<file path="src/rtl/clk_period_meter.sv">
// clk_period_meter: measures edge-to-edge interval of a slow input in clk cycles.
// Optional CLK_PERIOD_METER_FULL_PERIOD_EN: count rising edges only (full period).
module clk_period_meter #(
  parameter int CNT_WIDTH   = 32,
  parameter int SYNC_STAGES = 2,
  parameter int TIMEOUT     = 100_000_000
) (
  input  logic                 clk,
  input  logic                 rst,
  input  logic                 in,
  output logic [CNT_WIDTH-1:0] period,
  output logic                 valid,
  input  logic                 ready,
  output logic                 overrun,
  output logic                 stall
);

  localparam logic [CNT_WIDTH-1:0] LP_TMO = CNT_WIDTH'(TIMEOUT);
  localparam logic [CNT_WIDTH-1:0] LP_ONE = CNT_WIDTH'(1);

  typedef enum logic [1:0] {
    S_IDLE,
    S_MEAS,
    S_STALL
  } state_t;

  state_t                 r_state;
  logic [SYNC_STAGES-1:0] r_sync;
  logic                   r_prev;
  logic                   r_edge;
  logic [CNT_WIDTH-1:0]   r_cnt;
  logic [CNT_WIDTH-1:0]   r_period;
  logic                   r_valid;
  logic                   r_overrun;
  logic                   r_stall;

  logic w_sync;
  logic w_edge;

  assign w_sync = r_sync[SYNC_STAGES-1];

`ifdef CLK_PERIOD_METER_FULL_PERIOD_EN
  assign w_edge = w_sync & ~r_prev;
`else
  assign w_edge = w_sync ^ r_prev;
`endif

  assign period  = r_period;
  assign valid   = r_valid;
  assign overrun = r_overrun;
  assign stall   = r_stall;

  // synchronize input, keep previous value, register the edge flag
  always_ff @(posedge clk) begin
    if (rst) begin
      r_sync <= '0;
      r_prev <= 1'b0;
      r_edge <= 1'b0;
    end else begin
      r_sync <= {r_sync[SYNC_STAGES-2:0], in};
      r_prev <= w_sync;
      r_edge <= w_edge;
    end
  end

  // interval counter: reload on counted edge, else saturate at timeout
  always_ff @(posedge clk) begin
    if (rst) begin
      r_cnt <= '0;
    end else if (r_edge) begin
      r_cnt <= LP_ONE;
    end else if (r_cnt != LP_TMO) begin
      r_cnt <= r_cnt + LP_ONE;
    end
  end

  // measurement FSM with registered handshake and status outputs
  always_ff @(posedge clk) begin
    if (rst) begin
      r_state   <= S_IDLE;
      r_period  <= '0;
      r_valid   <= 1'b0;
      r_overrun <= 1'b0;
      r_stall   <= 1'b0;
    end else begin
      if (r_valid && ready) begin
        r_valid <= 1'b0;
      end
      unique case (r_state)
        S_IDLE: begin
          if (r_edge) begin
            r_state <= S_MEAS;
          end
        end
        S_MEAS: begin
          if (r_edge) begin
            r_period <= r_cnt;
            r_valid  <= 1'b1;
            if (r_valid && !ready) begin
              r_overrun <= 1'b1;
            end
          end else if (r_cnt == LP_TMO) begin
            r_state <= S_STALL;
            r_stall <= 1'b1;
          end
        end
        S_STALL: begin
          if (r_edge) begin
            r_state <= S_MEAS;
            r_stall <= 1'b0;
          end
        end
        default: begin
          r_state <= S_IDLE;
        end
      endcase
    end
  end

endmodule

</file>
<file path="config.mk">
export PLATFORM = sky130hd
export DESIGN_NAME = clk_period_meter
export DESIGN_NICKNAME = d
export VERILOG_FILES = /design/src/rtl/clk_period_meter.sv
export SDC_FILE = /design/constraint.sdc
export NUM_CORES = 1
export LEC_CHECK = 0
export ABC_AREA = 0
export CAP_MARGIN = 10
export CORE_UTILIZATION = 60
export DETAILED_ROUTE_END_ITERATION = 7
export DONT_BUFFER_PORTS = 1
export PLACE_DENSITY_LB_ADDON = 0.1
export SYNTH_ARGS = -nofsm -noshare
export SYNTH_HDL_FRONTEND = slang
export SYNTH_SLANG_ARGS = --single-unit
export TNS_END_PERCENT = 5
</file>
<file path="constraint.sdc">
create_clock -name clk -period 2.3 [get_ports clk]
set_input_delay 0.46 -clock clk [delete_from_list [all_inputs] [get_ports clk]]
set_output_delay 0.46 -clock clk [all_outputs]
set_load 0.05 [all_outputs]
</file>
# Word-level counts from Yosys, hierarchy flattened
# Cells that the tools add are included.
[totals] register_bits=73 inputBits=4 output_inout_bits=35 wordCells=45
[classes] n_addsub=1 n_eq_ne=8 mux=13 n_bitwise=1 n_reduce_logical=12
[ops] operator="$add 32x1->32 const B" count=1
[ops] operator="$eq 32x27->1 const B" count=1
[ops] operator="$ne 32x27->1 const B" count=1
[ops] operator="$mux 1" count=8
[ops] operator="$mux 2" count=3
[ops] operator="$ne 2x2->1 const B" count=3
[ops] operator="$reduce_and 3->1" count=2
[ops] operator="$pmux 2 s2" count=1
[ops] operator="$reduce_and 4->1" count=1
[ops] operator="$reduce_bool 2->1" count=2
[ops] operator="$reduce_or 2->1" count=2
[ops] operator="$eq 2x1->1 const B" count=1
[ops] operator="$eq 2x2->1 const B" count=1
[ops] operator="$logic_and 1x1->1" count=2
[ops] operator="$logic_not 2->1" count=1
[ops] operator="$ne 2x1->1 const B" count=1
[ops] operator="$pmux 1 s2" count=1
[ops] operator="$reduce_and 2->1" count=1
[ops] operator="$logic_not 1->1" count=1
[ops] operator="$xor 1x1->1" count=1

# Longest topological paths before layout
# Gate-level depths: netlist of run 1.
[depth] word_depth=4 ltp_mapped=7 depth_no_buf=6

# Worst setup path after synthesis of run 1
# OpenSTA, ideal clock, no wires.
[synth_timing] path_type="reg2reg" startpoint="register r_cnt[0]" endpoint="register r_cnt[16]" setup_ps=70 t_arrival_ps=1643 required_time_ps=2230 slack_ps=587 path_stages_with_launch=8 path_buffers=2 synth_period_minus_slack_ps=1713 cell_sequence="dfxtp_1 -> ha_1 -> and3_1 -> clkbuf_2 -> nand4_1 -> clkbuf_1 -> or3_1 -> a21oi_1"
[synth_via] elab_chain_cells=1 word_cells_on_any_way=2 cone_classes="add/sub: 1; eq/ne: 1"
[synth_rtl] item="start, declared" line_no="31" rtl="logic [CNT_WIDTH-1:0] r_cnt;"
[synth_rtl] item="start signal, assigned" line_no="73" rtl="r_cnt <= r_cnt + LP_ONE;"
[synth_rtl] item="$add 32x1->32 / $ne 32x27->1 (equally long branches)" line_no="73, 72"
# Several ways; a longest one is shown, not always the timed one.
# A chain may end at the register's enable or synchronous reset.

# Worst setup path after layout of run 1
[layout_timing] startpoint="register r_cnt[0]" endpoint="register r_cnt[28]"
# The elaborated chain is that of the path after synthesis.

==> run summary, run 1 <==
outcome = finished clean
min-delay worst type = input port to flop
Yosys cell types = 38
post-synthesis register bit count = 73
crit path DAT = 2.24 ns
post-route ant nets = 0
fmax = 0.505 GHz
IO Count = 39
clk_lat worst skew = 0.33 ns
clock skew = 0.00346 ns
Worst setup EP type = flop
Critical R2R Capture = r_cnt[28]$_SDFFE_PP0P_
CP max FO = 14
WL met3 = 192 um
synthesis-to-layout area growth = 8.53%
Async S/R FF share, synth = 0
clock period minus worst slack = 1.98 ns
post-synth top area share = 0.484
Diodes inserted = 0
commonest non-fill, non-tap cell in the layout = dfxtp_1
DIE AREA = 0.00532 mm^2
Worst-path clk slew = 0.07 ns
Seq/Total Area, Yosys = 0.484
post-synthesis area per instance = 8.26 um^2
dpl ws = 0.349 ns
Reg2Reg Depth = 6
die width = 73.0 um
Crit. Startpoint = r_cnt[0]$_SDFFE_PP0P_
Starting Density = 0.631
leakage power = 1.05 nW
Max Slew Vio Count = 0
Clock Tree Buf Depth = 2
top cell type by total area after synthesis = dfxtp_1
setup_tns = 0 ns
Synth Net Count = 372
Top FF cell, synth = dfxtp_1
Required @ worst endpoint = 2.56 ns
fraction of layout cells with a size suffix above 1 = 0.0718
Reg2Reg Setup Slack = 0.32 ns
initial antenna violation count = 0
Clock Root Buffer = clkbuf_8
fin nets = 364
power per cell area = 758 mW/mm^2
first-pass GRT wire length = 10300 um
cts repair resizes = 0
HPWL after DPL = 4050 um
commonest cells after routing, fill and taps aside = dfxtp_1, nand2_1, a21oi_1, nor2_1, nand4_1
Period Utilization, post-route = 0.861
final hold vios = 0
I/O Buffers = 0
Least-Margin Pin Slew = 0.615 ns
main area contributors after synthesis = dfxtp_1, nand2_1, a21oi_1
synth warn = 0
VDD IR max = 548 uV
chip height = 73.0 um
Critical R2R Launch = r_cnt[0]$_SDFFE_PP0P_
number of vias per cell = 5.85
Total GRT Usage = 0.252
Startpoint Class = flop
GPL Wtd Cong = 0.805
routed length on met2 = 3000 um
Post-CTS Hold Fix Bufs = 0
Fillers = 410
crit path to = r_cnt[28]$_SDFFE_PP0P_
Setup CP Type = flop to flop
Top Metal Used = met4
Rows = 25
TritonCTS clock tree = built
RSZ-0062 raised after global routing = false
grt total ovfl = 0
Routed WL = 6160 um
Residual DRC = 0
Slew headroom = 0.590
post-CTS setup buffer count = 0
Finish-stage setup viols = 0
Num CTS Buffers = 9
largest net degree at the start of global routing = 44
Syn Inst Count = 366
Core Footprint = 0.00479 mm^2
Detailed Route Iter0 Violations = 133
WL per Instance = 14.4 um
# clock sinks = 73
EDFF count, synth = 0
final setup margin = 0.319 ns
Mapped Area = 0.00302 mm^2
vias = 2511
MaxCap Viol Count = 0
vias in the first global route = 2243
Max H-tree Level = 3
M1 WL = 2890 um
First-pass DRT Iterations = 4
-- synthesized netlist by cell type, types with 4 or more instances --
library cell,count
nor3_1,4
xnor2_1,6
and4_1,7
xor2_1,6
or4_1,10
a21oi_1,53
nand3_1,11
clkbuf_1,18
or3_1,8
nor4b_1,4
nand2b_1,4
nor2b_1,4
and3_1,4
inv_1,5
o21ai_0,10
nor2_1,20
nand2_1,72
buf_2,4
nand4_1,12
dfxtp_1,73
o31ai_1,9
-- registers in the layout (all words and copies together) (netlist names) --
register  count
overrun       1
r_cnt        32
valid         1
period       32
r_state       2
r_sync        2
stall         1
r_edge        1
r_prev        1
-- kinds of logic (layout without fill, tap and decap cells) --
family,count (synthesis),in the layout,share of synthesized area
AOI/OAI and AO/OA,79,79,0.146
adders and majority gates,2,2,0.00828
and+or+nand+nor,169,169,0.284
buffers and inverters,31,27,0.0435
DFF,73,73,0.484
xor gates and xnor gates,12,12,0.0348
-- final cells by class --
| class | count | area (um^2) | share of cell area |
|---|---|---|---|
| multi-input combinational | 262 | 1430 | 0.436 |
| clock inverter | 6 | 108 | 0.0328 |
| inverter | 5 | 18.8 | 0.00572 |
| clock buffer | 9 | 124 | 0.0378 |
| sequential | 73 | 1460 | 0.446 |
| tap | 67 | 83.8 | 0.0256 |
| timing repair buffer | 7 | 52.6 | 0.0160 |
-- critical path, cell delays in order, from the launching register on --
cell,delay [ns]
dfxtp_1,0.46
ha_1,0.24
and3_1,0.29
nand4_1,0.12
buf_4,0.20
or4_1,0.46
a21oi_1,0.14
-- through the flow --
step | std cells | power [mW] | area (um^2) | util | hold WS [ns]
2_1_floorplan | 366 | 1.35 | 3020 | - | 0.414
4_1_cts | 429 | 2.50 | 3280 | 0.685 | 0.170
6_report | 429 | 2.48 | 3280 | 0.685 | 0.185
3_5_place_dp | 414 | 1.35 | 3050 | 0.637 | 0.431
3_3_place_gp | 414 | 1.35 | 3050 | 0.637 | 0.436
5_1_grt | 429 | 2.56 | 3280 | 0.685 | 0.160
-- layer usage --
layer | vias up | global-route usage
li1 | 1267 | -
met1 | 1185 | 0.326
met2 | 53 | 0.410
met3 | 6 | 0.0456
met4 | 0 | 0.118
met5 | - | 0
-- worst min path at each step --
stage               cells after the start                 start                 endpoint
finish                                  1                   rst  period[18]$_SDFFE_PP0P_
global placement                        1  r_sync[0]$_SDFF_PP0_     r_sync[1]$_SDFF_PP0_
detailed placement                      1  r_sync[0]$_SDFF_PP0_     r_sync[1]$_SDFF_PP0_
global route                            1                   rst   period[8]$_SDFFE_PP0P_
CTS                                     1                   rst  period[15]$_SDFFE_PP0P_
floorplan                               1  r_sync[0]$_SDFF_PP0_     r_sync[1]$_SDFF_PP0_
-- report_power, final --
part	switching, mW	total [mW]	internal (mW)	leakage, nW
sequential	0.0124	1.28	1.27	0.589
combinational	0.0243	0.0381	0.0138	0.342
clock	0.452	1.16	0.710	0.115
total	0.489	2.48	2.00	1.05
Power figures use the tool's default switching activity.
==> inputs of run 2 (changes only) <==
Settings changed: CAP_MARGIN 10 to not set, GPL_ROUTABILITY_DRIVEN set to 1.
==> results of run 2 <==
No change in the layout: final DEF, timing and power equal those of run 1.
